--- src/rtl/dmem_arb_pkg.sv ---
// Shared types, constants and the address-legality helper for the data-memory arbiter.
package dmem_arb_pkg;

    typedef enum logic [1:0] {
        IDLE   = 2'd0,
        ACCESS = 2'd1,
        RESP   = 2'd2
    } state_e;

    localparam int unsigned WORD_BYTES        = 4;
    localparam int unsigned DEFAULT_MEM_BYTES = 256;

    // The upper-byte test is fixed at bit 8 because DataMemory decodes only 8 address bits.
    function automatic logic addr_legal(
        input logic [31:0] addr,
        input logic [31:0] mem_bytes,
        input logic        align_check
    );
        logic ok;
        ok = (addr[31:8] == 24'd0) && (addr <= (mem_bytes - 32'(WORD_BYTES)));
        if (align_check && (addr[1:0] != 2'b00)) begin
            ok = 1'b0;
        end
        return ok;
    endfunction

endpackage

--- src/rtl/dmem_rr_pick2.sv ---
// Two-requester round-robin pick: a lone request wins, a tie goes to the port not granted last.
module dmem_rr_pick2 (
    input  logic req0_i,
    input  logic req1_i,
    input  logic last_i,
    output logic grant_valid_o,
    output logic grant_id_o
);

    always_comb begin
        grant_valid_o = req0_i | req1_i;
        if (req0_i && req1_i) begin
            grant_id_o = ~last_i;
        end else begin
            grant_id_o = req1_i;
        end
    end

endmodule

--- src/rtl/dmem_arbiter.sv ---
// Two-port round-robin arbiter and single-cycle access sequencer for the 256-byte data memory.
module dmem_arbiter
    import dmem_arb_pkg::*;
#(
    parameter int unsigned MEM_BYTES   = DEFAULT_MEM_BYTES,
    parameter bit          ALIGN_CHECK = 1'b1
) (
    input  logic        clk,
    input  logic        reset,
    input  logic        req0,
    input  logic        req1,
    input  logic        we0,
    input  logic        we1,
    input  logic [31:0] addr0,
    input  logic [31:0] addr1,
    input  logic [31:0] wdata0,
    input  logic [31:0] wdata1,
    output logic        ack0,
    output logic        ack1,
    output logic        err0,
    output logic        err1,
    output logic [31:0] rdata0,
    output logic [31:0] rdata1,
    output logic [31:0] mem_addr,
    output logic [31:0] mem_wdata,
    input  logic [31:0] mem_rdata,
    output logic        mem_read,
    output logic        mem_write
);

    state_e      state_q, state_d;
    logic        last_q, last_d;
    logic        id_q, id_d;
    logic        we_q, we_d;
    logic        err_q, err_d;
    logic [31:0] addr_q, addr_d;
    logic [31:0] wdata_q, wdata_d;
    logic [31:0] rdata_q, rdata_d;

    logic        grant_valid;
    logic        grant_id;
    logic [31:0] sel_addr;

    dmem_rr_pick2 u_pick (
        .req0_i        (req0),
        .req1_i        (req1),
        .last_i        (last_q),
        .grant_valid_o (grant_valid),
        .grant_id_o    (grant_id)
    );

    assign sel_addr = grant_id ? addr1 : addr0;

    always_comb begin
        state_d = state_q;
        last_d  = last_q;
        id_d    = id_q;
        we_d    = we_q;
        err_d   = err_q;
        addr_d  = addr_q;
        wdata_d = wdata_q;
        rdata_d = rdata_q;
        case (state_q)
            IDLE: begin
                if (grant_valid) begin
                    id_d    = grant_id;
                    we_d    = grant_id ? we1 : we0;
                    addr_d  = sel_addr;
                    wdata_d = grant_id ? wdata1 : wdata0;
                    if (addr_legal(sel_addr, 32'(MEM_BYTES), ALIGN_CHECK)) begin
                        err_d   = 1'b0;
                        state_d = ACCESS;
                    end else begin
                        // Rejected requests skip the memory entirely and answer next cycle.
                        err_d   = 1'b1;
                        rdata_d = '0;
                        state_d = RESP;
                    end
                end
            end
            ACCESS: begin
                rdata_d = we_q ? 32'd0 : mem_rdata;
                state_d = RESP;
            end
            RESP: begin
                last_d  = id_q;
                state_d = IDLE;
            end
            default: state_d = IDLE;
        endcase
    end

    always_ff @(posedge clk) begin
        if (reset) begin
            state_q <= IDLE;
            last_q  <= 1'b1;
        end else begin
            state_q <= state_d;
            last_q  <= last_d;
        end
    end

    // Payload registers need no reset: every output that exposes them is gated by state.
    always_ff @(posedge clk) begin
        id_q    <= id_d;
        we_q    <= we_d;
        err_q   <= err_d;
        addr_q  <= addr_d;
        wdata_q <= wdata_d;
        rdata_q <= rdata_d;
    end

    always_comb begin
        mem_read  = (state_q == ACCESS) && !we_q;
        mem_write = (state_q == ACCESS) && we_q;
        mem_addr  = (state_q == ACCESS) ? addr_q : 32'd0;
        mem_wdata = (state_q == ACCESS) ? wdata_q : 32'd0;
        ack0      = (state_q == RESP) && !id_q;
        ack1      = (state_q == RESP) && id_q;
        err0      = ack0 && err_q;
        err1      = ack1 && err_q;
        rdata0    = ack0 ? rdata_q : 32'd0;
        rdata1    = ack1 ? rdata_q : 32'd0;
    end

endmodule
--- config.mk ---
export PLATFORM = sky130hd
export DESIGN_NAME = dmem_arbiter
export DESIGN_NICKNAME = d
export VERILOG_FILES = /design/src/rtl/dmem_arb_pkg.sv /design/src/rtl/dmem_rr_pick2.sv /design/src/rtl/dmem_arbiter.sv
export SDC_FILE = /design/constraint.sdc
export NUM_CORES = 1
export LEC_CHECK = 0
export BUFFER_PORTS_ARGS = -buffer_cell sky130_fd_sc_hd__buf_4
export CORE_MARGIN = 2
export CORE_UTILIZATION = 40
export CTS_BUF_LIST = sky130_fd_sc_hd__clkbuf_2 sky130_fd_sc_hd__clkbuf_4 sky130_fd_sc_hd__clkbuf_8
export CTS_CLUSTER_SIZE = 8
export DETAILED_ROUTE_END_ITERATION = 12
export GPL_TIMING_DRIVEN = 0
export HOLD_SLACK_MARGIN = 0.02
export PLACE_DENSITY = 0.8
export SETUP_SLACK_MARGIN = 0.15
export SYNTH_ARGS = -nofsm -noshare
export SYNTH_HDL_FRONTEND = slang
export SYNTH_SLANG_ARGS = --single-unit
--- constraint.sdc ---
create_clock -name clk -period 11.3 [get_ports clk]
set_clock_uncertainty 0.05 [all_clocks]
set_input_delay 1.695 -clock clk [delete_from_list [all_inputs] [get_ports clk]]
set_output_delay 1.695 -clock clk [all_outputs]
set_load 0.02 [all_outputs]
==> flow_summary_export.csv <==
group,metric,value,unit
status,outcome,"finished clean",
clock_tree,cts_inserted_buffers,9,
clock_tree,cts.hold.buffers_added,0,
die,pin_count,300,
global_routing,globalRoute.totalOverflow,0,
clock_tree,clk_root_buffer_cell,"sky130_fd_sc_hd__clkbuf_8",
detailed_routing,route.met2.wl,8.276,mm
detailed_routing,wl_met1,5.358,mm
logic_synthesis,ys_dominant_reg_cell,"sky130_fd_sc_hd__edfxtp_1",
detailed_routing,via_count,4155,
die,fp_rows,41,
logic_synthesis,mappedNetlistNets,555,
logic_synthesis,synth-seq-area-share,59.15,%
logic_synthesis,ys_async_sr_fraction,0,%
timing,timing_worst_slew_pin_value,0.6394,ns
layout,fin_util,62.59,%
layout,multi_input_area,1981,sq um
clock_tree,tritoncts_clock_tree,"done",
placed_design,pre_cts_slack,7.440,ns
flow_run,timing.max_cap.violations,0,
critical_path,worstSetupPathType,"reg -> out",
placed_design,place.port_buffers,299,
detailed_routing,met3RoutedLength,1.529,mm
pwr,totalPowerFinal,825.8,uW
critical_path,timing.critical_path.to_type,"output pin",
timing,maxSlewViolCount,0,
logic_synthesis,synth.most_common_cell,"sky130_fd_sc_hd__and2_1",
layout,finish.net_count,872,
logic_synthesis,synth_top_area_cell,"sky130_fd_sc_hd__edfxtp_1",
logic_synthesis,synth.top_cells.by_area,"sky130_fd_sc_hd__edfxtp_1, sky130_fd_sc_hd__and2_1, sky130_fd_sc_hd__mux2_2",
layout,filler_cell_count,1022,
detailed_routing,wl,15.36,mm
placed_design,globalplace.congestion,0.8266,
detailed_routing,drt.antenna.violating_nets,0,
timing,setup_tns,0,ns
critical_path,critical_path_required,9.56,ns
die,coreArea,12570,sq um
logic_synthesis,yosys.area.top_type_share,57.98,%
detailed_routing,dr.max_layer_used,"met4",
clock_tree,cts.sinks,102,
global_routing,grt.total_usage,21.45,%
clock_tree,clk_pin_slew,0.09,ns
die,chipWidth,117.2,um
logic_synthesis,synth.top_cells.by_count,"sky130_fd_sc_hd__and2_1, sky130_fd_sc_hd__edfxtp_1, sky130_fd_sc_hd__mux2_2, sky130_fd_sc_hd__nor4_1, sky130_fd_sc_hd__buf_2",
global_routing,wire_length_of_the_first_global_routing_pass,21.55,mm
timing,post-route-period-util,33.41,%
die,die_area,13740,sq um
layout,drive_gt1_share,57.61,%
detailed_routing,detail_route.iter0.violations,137,
placed_design,dp_hpwl,12.47,mm
layout,ff_latch_area,3033,sq um
timing,hold-worst-slack,0.4599,ns
logic_synthesis,synth.cell_area,5127,sq um
hold_path,hold_class,"reg -> reg",
critical_path,start_kind,"flop",
die,floorplan.initialDensity,40.80,%
pwr,ir_drop,0.07501,mV
detailed_routing,drt-pass1-iter-count,4,
global_routing,largest_net_degree_at_the_start_of_global_routing,22,
die,dieHeight,117.2,um
critical_path,timing.reg2reg.setup_slack,9.02,ns
clock_tree,post_cts.resized_instances,0,
clock_tree,post_cts_setup_repair_buffer_count,0,
detailed_routing,routedWlPerCell,17.42,um
logic_synthesis,gate_count_after_technology_mapping,389,
logic_synthesis,ys_ff_latch,102,
layout,antenna_cells_inserted,0,
timing,timing.final.crit_period,3.775,ns
clock_tree,worstSkewPairLatency,0.37,ns
pwr,power.density,105.0,nW/um^2
timing,setup_viol_count_final,0,
clock_tree,h-tree-depth,3,
detailed_routing,drt_drc_violations_left,0,
critical_path,critPathMaxFanout,10,
pwr,p_leak,0.003546,uW
logic_synthesis,post_synth_num_cell_types,24,
critical_path,worst_ep_arrival_time,2.03,ns
timing,report.final.hold_viol_count,0,
timing,max_slew_margin,57.38,%
clock_tree,clock_tree.buffer_depth,2,
logic_synthesis,number_of_synthesis_warnings,0,
timing,grt_setup_unrepaired,"no",
detailed_routing,vias_per_cell,4.711,
layout,layout-area-overhead-vs-synth,53.42,%
logic_synthesis,synth_area_per_cell,13.18,sq um
global_routing,number_of_global_route_vias_before_repair,4149,
global_routing,antenna_found_initial,0,
logic_synthesis,synth_edf_count,99,
timing,setup_slack,7.525,ns
timing,clock.fmax,264.9,MHz
-- sequential cells by signal, summed over array words and instances, names as in the netlist --
| name | flops |
|---|---|
| id_q | 1 |
| err_q | 1 |
| addr_q | 32 |
| last_q | 1 |
| wdata_q | 32 |
| we_q | 1 |
| rdata_q | 32 |
| state_q | 2 |
-- per-stage QoR --
| stage | std cells | cell area, sq um |
|---|---|---|
| after global routing | 882 | 7866 |
| after detailed placement | 867 | 7689 |
| after CTS | 882 | 7866 |
| after floorplan | 389 | 5127 |
| after global placement | 860 | 7587 |
| final | 882 | 7866 |
-- routing by layer --
metal,global-route usage [%],up-vias
met5,0,-
met4,7.608,0
met3,7.673,14
met2,39.69,202
met1,22.30,1942
li1,-,1997
-- cell usage in the layout, fill, tap and decap left out --
master	Yosys	routed
sky130_fd_sc_hd__and3_1	1	1
sky130_fd_sc_hd__nor2_1	6	6
sky130_fd_sc_hd__clkinv_1	0	1
sky130_fd_sc_hd__mux2_2	65	65
sky130_fd_sc_hd__inv_2	2	2
sky130_fd_sc_hd__clkbuf_1	7	7
sky130_fd_sc_hd__clkinv_2	0	4
sky130_fd_sc_hd__o31ai_4	0	1
sky130_fd_sc_hd__nor4_1	12	12
sky130_fd_sc_hd__a211o_1	2	2
sky130_fd_sc_hd__nand4_1	3	3
sky130_fd_sc_hd__clkbuf_8	0	9
sky130_fd_sc_hd__buf_6	1	7
sky130_fd_sc_hd__nand4b_1	1	1
sky130_fd_sc_hd__buf_2	8	8
sky130_fd_sc_hd__clkbuf_2	5	5
sky130_fd_sc_hd__a21boi_2	1	1
sky130_fd_sc_hd__buf_4	3	302
sky130_fd_sc_hd__edfxtp_1	99	99
sky130_fd_sc_hd__nand2_1	1	1
sky130_fd_sc_hd__a21oi_1	1	1
sky130_fd_sc_hd__dfxtp_1	3	3
sky130_fd_sc_hd__bufinv_16	0	1
sky130_fd_sc_hd__nor3_2	1	2
sky130_fd_sc_hd__buf_8	0	1
sky130_fd_sc_hd__nand2b_1	1	1
sky130_fd_sc_hd__and2_1	163	163
sky130_fd_sc_hd__o22ai_2	1	1
-- final timing paths --
check                  start  cells after the start         end
hold reg to reg       last_q                      1      last_q
setup reg to reg      last_q                      5  rdata_q[2]
setup / recovery  state_q[1]                      5  rdata0[10]
hold / removal        last_q                      1      last_q
-- critical path, stage by stage, from the launching register on --
cell and delay, ns:
sky130_fd_sc_hd__dfxtp_1 0.50, sky130_fd_sc_hd__nand2_1 0.13, sky130_fd_sc_hd__nor2_1 0.34, sky130_fd_sc_hd__clkbuf_1 0.34, sky130_fd_sc_hd__and2_1 0.21, sky130_fd_sc_hd__buf_4 0.15
-- power by group --
part | internal, uW | switching [uW]
Clock | 99.1 | 126
Sequential | 454 | 9.18
Combinational | 78.6 | 59.3
-- final cells by class --
class / count / area share [%]
Timing Repair Buffer: 306 / 29.58
Buffer: 24 / 1.591
Multi-Input combinational cell: 261 / 25.18
Inverter: 2 / 0.09544
Clock buffer: 9 / 1.575
Tap cell: 172 / 2.736
Sequential cell: 102 / 38.56
Clock inverter: 6 / 0.6840
-- kinds of logic after synthesis --
logic type	after synthesis	share of synthesized area (%)
AOI/OAI and AO/OA	6	1.049
buffers and inverters	26	2.587
DFF	102	59.15
muxes	65	14.28
and+or+nand+nor	190	22.94
(Power assumes the default switching activity.)
